==> src/rtl/mips_multicycle_core_if.sv <==
// Unified instruction/data memory port of mips_multicycle_core: one request at a time,
// completed by mem_ready. The core is the master; a memory model or bus bridge is the slave.
interface mips_multicycle_core_if #(
  parameter int unsigned ADDR_W = 32
);
  logic              mem_req;
  logic              mem_we;
  logic [ADDR_W-1:0] mem_addr;
  logic [31:0]       mem_wdata;
  logic [31:0]       mem_rdata;
  logic              mem_ready;

  modport master (
    output mem_req, mem_we, mem_addr, mem_wdata,
    input  mem_rdata, mem_ready
  );

  modport slave (
    input  mem_req, mem_we, mem_addr, mem_wdata,
    output mem_rdata, mem_ready
  );
endinterface

==> src/rtl/mips_multicycle_core.sv <==
// Multi-cycle MIPS subset core: shared ALU, one stallable memory port, halt/illegal trap.
// Optional MIPS_PERF_CNT_EN adds cycle_count and instr_retired outputs.
module mips_multicycle_core #(
  parameter int unsigned       ADDR_W   = 32,
  parameter logic [ADDR_W-1:0] RESET_PC = '0
) (
  input  logic                   clk,
  input  logic                   rst,
  mips_multicycle_core_if.master mem,
  output logic                   halted,
  output logic                   illegal,
  output logic [ADDR_W-1:0]      pc_out
`ifdef MIPS_PERF_CNT_EN
  ,
  output logic [31:0]            cycle_count,
  output logic [31:0]            instr_retired
`endif
);
  localparam logic [2:0] S_FETCH  = 3'd0;
  localparam logic [2:0] S_DECODE = 3'd1;
  localparam logic [2:0] S_EXEC   = 3'd2;
  localparam logic [2:0] S_MEM    = 3'd3;
  localparam logic [2:0] S_WB     = 3'd4;
  localparam logic [2:0] S_HALT   = 3'd5;

  logic [2:0]        state_q, state_d;
  logic [ADDR_W-1:0] pc_q, pc_d;
  logic [31:0]       ir_q, ir_d, a_q, a_d, b_q, b_d, alu_q, alu_d, mdr_q, mdr_d;
  logic              illegal_q, illegal_d;
  logic              rf_we;
  logic [4:0]        rf_waddr;
  logic [31:0]       rf_wdata;
  logic [31:0]       rf_q [32];

  logic [5:0]  op, funct;
  logic [4:0]  rs, rt, rd, shamt;
  logic [25:0] target;
  logic [31:0] imm_sext, br_off, pc_ext, jump32, ea, rtype_res;
  logic        legal;

  assign op       = ir_q[31:26];
  assign rs       = ir_q[25:21];
  assign rt       = ir_q[20:16];
  assign rd       = ir_q[15:11];
  assign shamt    = ir_q[10:6];
  assign funct    = ir_q[5:0];
  assign target   = ir_q[25:0];
  assign imm_sext = {{16{ir_q[15]}}, ir_q[15:0]};
  assign br_off   = {imm_sext[29:0], 2'b00};
  assign pc_ext   = 32'(pc_q);
  // Upper PC nibble is kept from the already-incremented PC, then truncated to ADDR_W.
  assign jump32   = (pc_ext & 32'hF000_0000) | {4'b0000, target, 2'b00};
  assign ea       = a_q + imm_sext;

  always_comb begin
    rtype_res = '0;
    case (funct)
      6'h20:   rtype_res = a_q + b_q;
      6'h22:   rtype_res = a_q - b_q;
      6'h24:   rtype_res = a_q & b_q;
      6'h25:   rtype_res = a_q | b_q;
      6'h2A:   rtype_res = {31'd0, $signed(a_q) < $signed(b_q)};
      6'h00:   rtype_res = b_q << shamt;
      default: rtype_res = '0;
    endcase
  end

  always_comb begin
    legal = 1'b0;
    case (op)
      6'h00: legal = (funct == 6'h20) || (funct == 6'h22) || (funct == 6'h24) ||
                     (funct == 6'h25) || (funct == 6'h2A) || (funct == 6'h00);
      6'h08, 6'h23, 6'h2B, 6'h04, 6'h05, 6'h02, 6'h3F: legal = 1'b1;
      default: legal = 1'b0;
    endcase
  end

  always_comb begin
    state_d   = state_q;
    pc_d      = pc_q;
    ir_d      = ir_q;
    a_d       = a_q;
    b_d       = b_q;
    alu_d     = alu_q;
    mdr_d     = mdr_q;
    illegal_d = illegal_q;
    rf_we     = 1'b0;
    rf_waddr  = '0;
    rf_wdata  = '0;
    case (state_q)
      S_FETCH: if (mem.mem_ready) begin
        ir_d    = mem.mem_rdata;
        pc_d    = pc_q + ADDR_W'(4);
        state_d = S_DECODE;
      end
      S_DECODE: begin
        a_d = rf_q[rs];
        b_d = rf_q[rt];
        if (legal) begin
          state_d = S_EXEC;
        end else begin
          state_d   = S_HALT;
          illegal_d = 1'b1;
        end
      end
      S_EXEC: begin
        case (op)
          6'h00: begin alu_d = rtype_res; state_d = S_WB; end
          6'h08: begin alu_d = ea; state_d = S_WB; end
          6'h23, 6'h2B: begin
            alu_d = ea;
            if (ea[1:0] != 2'b00) begin
              state_d   = S_HALT;
              illegal_d = 1'b1;
            end else begin
              state_d = S_MEM;
            end
          end
          6'h04, 6'h05: begin
            if ((a_q == b_q) == (op == 6'h04)) pc_d = pc_q + br_off[ADDR_W-1:0];
            state_d = S_FETCH;
          end
          6'h02: begin pc_d = jump32[ADDR_W-1:0]; state_d = S_FETCH; end
          6'h3F: state_d = S_HALT;
          default: begin state_d = S_HALT; illegal_d = 1'b1; end
        endcase
      end
      S_MEM: if (mem.mem_ready) begin
        if (op == 6'h23) begin
          mdr_d   = mem.mem_rdata;
          state_d = S_WB;
        end else begin
          state_d = S_FETCH;
        end
      end
      S_WB: begin
        rf_we    = 1'b1;
        rf_waddr = (op == 6'h00) ? rd : rt;
        rf_wdata = (op == 6'h23) ? mdr_q : alu_q;
        state_d  = S_FETCH;
      end
      default: state_d = S_HALT;
    endcase
  end

  always_ff @(posedge clk or posedge rst) begin
    if (rst) begin
      state_q   <= S_FETCH;
      pc_q      <= RESET_PC;
      ir_q      <= '0;
      a_q       <= '0;
      b_q       <= '0;
      alu_q     <= '0;
      mdr_q     <= '0;
      illegal_q <= 1'b0;
    end else begin
      state_q   <= state_d;
      pc_q      <= pc_d;
      ir_q      <= ir_d;
      a_q       <= a_d;
      b_q       <= b_d;
      alu_q     <= alu_d;
      mdr_q     <= mdr_d;
      illegal_q <= illegal_d;
    end
  end

  for (genvar gi = 0; gi < 32; gi++) begin : g_rf
    if (gi == 0) begin : g_zero
      assign rf_q[gi] = '0;
    end else begin : g_reg
      always_ff @(posedge clk or posedge rst) begin
        if (rst) rf_q[gi] <= '0;
        else if (rf_we && rf_waddr == 5'(gi)) rf_q[gi] <= rf_wdata;
      end
    end
  end

  // Gated by rst so an in-flight request drops the moment reset is asserted.
  always_comb begin
    mem.mem_req   = 1'b0;
    mem.mem_we    = 1'b0;
    mem.mem_addr  = '0;
    mem.mem_wdata = '0;
    if (!rst) begin
      if (state_q == S_FETCH) begin
        mem.mem_req  = 1'b1;
        mem.mem_addr = pc_q;
      end else if (state_q == S_MEM) begin
        mem.mem_req  = 1'b1;
        mem.mem_we   = (op == 6'h2B);
        mem.mem_addr = alu_q[ADDR_W-1:0];
        if (op == 6'h2B) mem.mem_wdata = b_q;
      end
    end
  end

  assign halted  = (state_q == S_HALT);
  assign illegal = illegal_q;
  assign pc_out  = pc_q;

`ifdef MIPS_PERF_CNT_EN
  logic [31:0] cyc_cnt_q, ret_cnt_q;
  logic        retire;

  assign retire = (state_d == S_FETCH && state_q != S_FETCH) ||
                  (state_q == S_EXEC && op == 6'h3F);

  always_ff @(posedge clk or posedge rst) begin
    if (rst) begin
      cyc_cnt_q <= '0;
      ret_cnt_q <= '0;
    end else begin
      if (state_q != S_HALT) cyc_cnt_q <= cyc_cnt_q + 32'd1;
      if (retire)            ret_cnt_q <= ret_cnt_q + 32'd1;
    end
  end

  assign cycle_count   = cyc_cnt_q;
  assign instr_retired = ret_cnt_q;
`endif
endmodule

==> src/flat_wrapper.sv <==
// flat-port wrapper written by rule: the top's interface ports become plain ports
module mips_multicycle_core_flat 
#(
  parameter int unsigned       ADDR_W   = 32,
  parameter logic [ADDR_W-1:0] RESET_PC = '0
)
  (clk, rst, halted, illegal, pc_out, mem_mem_req, mem_mem_we, mem_mem_addr, mem_mem_wdata, mem_mem_rdata, mem_mem_ready);
  mips_multicycle_core_if #(.ADDR_W(ADDR_W)) mem_i ();
  input  logic clk;
  input  logic rst;
  output logic halted;
  output logic illegal;
  output logic [ADDR_W-1:0] pc_out;
  output wire logic [$bits(mem_i.mem_req)-1:0] mem_mem_req;
  output wire logic [$bits(mem_i.mem_we)-1:0] mem_mem_we;
  output wire logic [$bits(mem_i.mem_addr)-1:0] mem_mem_addr;
  output wire logic [$bits(mem_i.mem_wdata)-1:0] mem_mem_wdata;
  input wire logic [$bits(mem_i.mem_rdata)-1:0] mem_mem_rdata;
  input wire logic [$bits(mem_i.mem_ready)-1:0] mem_mem_ready;
  assign mem_mem_req = mem_i.mem_req;
  assign mem_mem_we = mem_i.mem_we;
  assign mem_mem_addr = mem_i.mem_addr;
  assign mem_mem_wdata = mem_i.mem_wdata;
  assign mem_i.mem_rdata = mem_mem_rdata;
  assign mem_i.mem_ready = mem_mem_ready;
  mips_multicycle_core #(.ADDR_W(ADDR_W), .RESET_PC(RESET_PC)) u_core (.clk(clk), .rst(rst), .mem(mem_i), .halted(halted), .illegal(illegal), .pc_out(pc_out));
endmodule
==> config.mk <==
export PLATFORM = sky130hd
export DESIGN_NAME = mips_multicycle_core_flat
export DESIGN_NICKNAME = d
export VERILOG_FILES = /design/src/rtl/mips_multicycle_core_if.sv /design/src/rtl/mips_multicycle_core.sv /design/src/flat_wrapper.sv
export SDC_FILE = /design/constraint.sdc
export NUM_CORES = 2
export LEC_CHECK = 0
export BUFFER_PORTS_ARGS = -buffer_cell sky130_fd_sc_hd__buf_2
export CORE_UTILIZATION = 25
export DETAILED_ROUTE_END_ITERATION = 10
export PLACE_DENSITY = 0.4
export SYNTH_ARGS = -nofsm -noshare
export SYNTH_HDL_FRONTEND = slang
export SYNTH_SLANG_ARGS = --single-unit
==> constraint.sdc <==
create_clock -name clk -period 38.1 [get_ports clk]
set_input_delay 3.81 -clock clk [delete_from_list [all_inputs] [get_ports clk]]
set_output_delay 3.81 -clock clk [all_outputs]
set_load 0.005 [all_outputs]
==> flow_summary_export.csv <==
group,metric,value,unit
run_status,outcome,"complete, no violations",
clock_tree,post_cts_buffers,0,
synthesis,synth_top_flop_cell,"dfrtp_1",
worst_setup_path,cp_slowest_stage_delay,0.67,ns
route,drc,0,
worst_setup_path,cp_max_fo,33,
layout,nFillCells,28500,
grt,overflow,0,
placed_design,dp_hpwl,173000,um
grt,grt.total_usage,19.9,%
floorplanning,core,274000,sq um
timing,slew_viol_final,0,
worst_setup_path,critPathLaunchType,"primary input",
worst_setup_path,slowest_stage,"nand2_1",
placed_design,gp_congestion,0.922,
grt,grt_pass1_vias,53300,
route,firstDrtPassIters,6,
route,drtIter0Drc,4974,
route,vias,53400,
synthesis,synth_cell_type_count,78,
route,drt-total-wl,278000,um
min_path,hold_class,"reg -> reg",
timing,fin_tns_setup,0,ns
clock_tree,clock_latency,0.83,ns
synthesis,yosys_warnings,0,
placed_design,port_buffers,132,
run,cap_violations,0,
timing,hold_viol,0,
clock_tree,cts_made_buffers,149,
worst_setup_path,critPathArrivalTime,5.67,ns
clock_tree,cts_resized,0,
timing,rsz0062_at_grt,"false",
timing,slew_headroom,19.2,%
pwr,peakVddDrop,0.0000305,V
synthesis,synth_cells,6677,
layout,drive_above_1_share,19.2,%
worst_setup_path,crit_type,"in -> out",
clock_tree,cts_buffer_depth,4,
synthesis,synth_edf_count,0,
synthesis,ys_ff_latch,1186,
synthesis,syn_avg_cell_area,10.3,sq um
layout,area_growth,13.1,%
clock_tree,htree_num_levels,4,
route,ant_nets,0,
pwr,total_power,2.87,mW
worst_setup_path,crit_chain,"buf_2, nor3_2, buf_4, nand2_1, nor3_1, buf_2",
synthesis,ys_seq_area_share,43.1,%
pwr,power_leakage,31.7,nW
worst_setup_path,crit_buf_inv,3,
layout,layout.nets,6687,
worst_setup_path,endpoint_kind,"output port",
timing,setup_violations,0,
timing,tightest_slew,1.20,ns
grt,grt_max_degree,134,
clock_tree,clk_pin_slew,0.05,ns
floorplanning,fp.dieW,527,um
floorplanning,rows,192,
pwr,pwr_density_cell,36.9,nW/um^2
clock_tree,ctsRootBufferMaster,"clkbuf_16",
route,drt-vias-per-instance,5.25,
route,wl_per_cell,27.3,um
floorplanning,dieArea,278000,sq um
clock_tree,cts_tree,"built",
clock_tree,cts_sinks,1186,
grt,grt_pass1_wl,403000,um
grt,antenna_found_initial,12,
floorplanning,io_pins,135,
clock_tree,hold_buffers,0,
timing,min_period,9.48,ns
timing,period_share,24.9,%
worst_setup_path,required,34.29,ns
timing,clock_skew,0.0472,ns
floorplanning,start_util,25.2,%
synthesis,syn_area,68900,sq um
timing,fmax,105,MHz
floorplanning,die_y,527,um
worst_setup_path,cpMostUsedCell,"buf_2",
synthesis,synthArstFlopShare,100,%
worst_setup_path,crit_family,"simple AND/OR/NAND/NOR gates",
-- report_power, final --
| part | internal [mW] | switching [mW] | total [mW] |
|---|---|---|---|
| clock network | 0.836 | 0.585 | 1.42 |
| logic | 0.0530 | 0.116 | 0.169 |
| registers | 1.26 | 0.0169 | 1.28 |
| total | 2.15 | 0.718 | 2.87 |
-- path summary, 6_finish.rpt --
kind	cells after the start	endpoint	slack [ns]	from
setup / recovery	6	mem_mem_wdata[24]	28.62	rst
hold / removal	2	u_core.rf_q[868]	0.49	u_core.rf_q[868]
setup reg to reg	12	u_core.pc_out[24]	32.52	u_core.b_q[25]
hold reg to reg	2	u_core.rf_q[868]	0.49	u_core.rf_q[868]
max in group asynchronous	5	u_core.rf_q[732]	31.66	rst
min in group asynchronous	2	u_core.ir_q[30]	3.12	rst
-- cell usage after synthesis (5+ instances only) --
| cell | n | area [sq um] |
|---|---|---|
| a2111oi_0 | 6 | 52.6 |
| a211oi_1 | 32 | 240 |
| a21boi_0 | 5 | 37.5 |
| a21o_1 | 35 | 263 |
| a21oi_1 | 211 | 1060 |
| a221oi_1 | 12 | 105 |
| a22o_1 | 94 | 823 |
| a22oi_1 | 9 | 67.6 |
| a31oi_1 | 31 | 194 |
| and2_1 | 11 | 68.8 |
| and3_1 | 21 | 131 |
| buf_1 | 70 | 263 |
| buf_2 | 5 | 25.0 |
| clkbuf_1 | 515 | 1930 |
| dfrtp_1 | 1186 | 29700 |
| ha_1 | 164 | 2050 |
| inv_1 | 120 | 450 |
| mux2_2 | 139 | 1570 |
| mux2i_1 | 112 | 1120 |
| mux4_2 | 584 | 13200 |
| nand2_1 | 1412 | 5300 |
| nand2b_1 | 24 | 150 |
| nand3_1 | 58 | 290 |
| nand4_1 | 13 | 81.3 |
| nor2_1 | 206 | 773 |
| nor2b_1 | 11 | 68.8 |
| nor3_1 | 72 | 360 |
| nor3b_1 | 6 | 45.0 |
| nor4_1 | 13 | 81.3 |
| o211ai_1 | 20 | 150 |
| o21a_1 | 12 | 90.1 |
| o21ai_0 | 1228 | 6150 |
| o21bai_1 | 11 | 82.6 |
| o221ai_1 | 16 | 140 |
| o22a_1 | 9 | 78.8 |
| o22ai_1 | 18 | 113 |
| o31a_1 | 6 | 52.6 |
| o31ai_1 | 11 | 82.6 |
| o32ai_1 | 5 | 43.8 |
| or3_1 | 13 | 81.3 |
| xnor2_1 | 54 | 473 |
| xor2_1 | 25 | 219 |
-- final cells by class --
| class | count | area (sq um) | area share [%] |
|---|---|---|---|
| Clock inverter | 34 | 367 | 0.471 |
| Clock buffer | 215 | 4380 | 5.62 |
| Tap cell | 3589 | 4490 | 5.76 |
| Antenna cell | 4 | 10.0 | 0.0129 |
| Multi-Input combinational cell | 4777 | 36800 | 47.3 |
| Timing Repair Buffer | 249 | 1650 | 2.12 |
| Sequential cell | 1186 | 29700 | 38.2 |
| Inverter | 121 | 462 | 0.593 |
-- worst register-to-register path: cells and delay by family (launching register included) --
| kind | cells | cell delay [ns] |
|---|---|---|
| AOI/OAI and AO/OA | 4 | 0.72 |
| xor gates and xnor gates | 1 | 0.26 |
| adders and majority gates | 1 | 0.48 |
| buffers and inverters | 1 | 0.26 |
| DFF | 1 | 0.58 |
| and+or+nand+nor | 5 | 3.12 |
-- cells in the final DEF, fill, tap and decap left out, drive strengths merged, types with 11 or more instances in the layout --
master / n
nand2: 1412
mux4: 584
o31ai: 11
mux2: 139
ha: 164
o21a: 13
xnor2: 54
nor4: 14
o211ai: 20
o221ai: 16
mux2i: 112
nand4: 13
inv: 125
and3: 21
nand2b: 24
and2: 11
nor2b: 11
or3: 13
clkinv: 22
nand3: 58
nor3: 73
a221oi: 12
a21o: 35
a31oi: 31
o22ai: 18
a21oi: 211
buf: 249
nor2: 207
a211oi: 32
o21ai: 1228
clkbuf: 215
dfrtp: 1186
o21bai: 11
a22o: 94
xor2: 25
-- metrics by stage --
step                      worst slack [ns]  instance area, sq um  instances  util (%)  hold WS [ns]
after floorplan                      0.880                 68900       6678         -         0.460
after global placement               28.72                 73100       9922      26.7         0.473
after detailed placement             28.60                 73100       9922      26.7         0.485
after CTS                            28.61                 77900      10200      28.4         0.498
after global routing                 28.42                 77900      10200      28.4         0.516
final                                28.62                 77900      10200      28.4         0.493
-- kinds of logic (layout without fill, tap and decap cells) --
family,count (synthesis),count (layout),share of synthesized area (%)
simple gates,1878,1878,11.0
buf+inv,715,619,3.94
xor+xnor,79,79,1.00
compound gates,1815,1815,14.8
flops,1186,1186,43.1
fa+ha+maj,168,168,3.09
mux,835,835,23.0
other cells,1,6,0.00544
-- layer usage --
| metal | track usage (%) | vias up | wire length [um] | share of wire [%] |
|---|---|---|---|---|
| met1 | 27.7 | 27600 | 127000 | 46 |
| met5 | 0 | - | 37 | 0.013 |
| li1 | - | 23800 | - | - |
| met3 | 2.44 | 406 | 14400 | 5.2 |
| met2 | 31.8 | 1616 | 128000 | 46 |
| met4 | 6.40 | 6 | 8920 | 3.2 |
-- state kept, by name, indices dropped and copies added (netlist names) --
name and cells:
u_core.rf_q 992, u_core.alu_q 32, u_core.mdr_q 32, u_core.illegal 1, u_core.b_q 32, u_core.state_q 3
u_core.ir_q 32, u_core.a_q 32, u_core.pc_out 30
(Power assumes the default switching activity.)
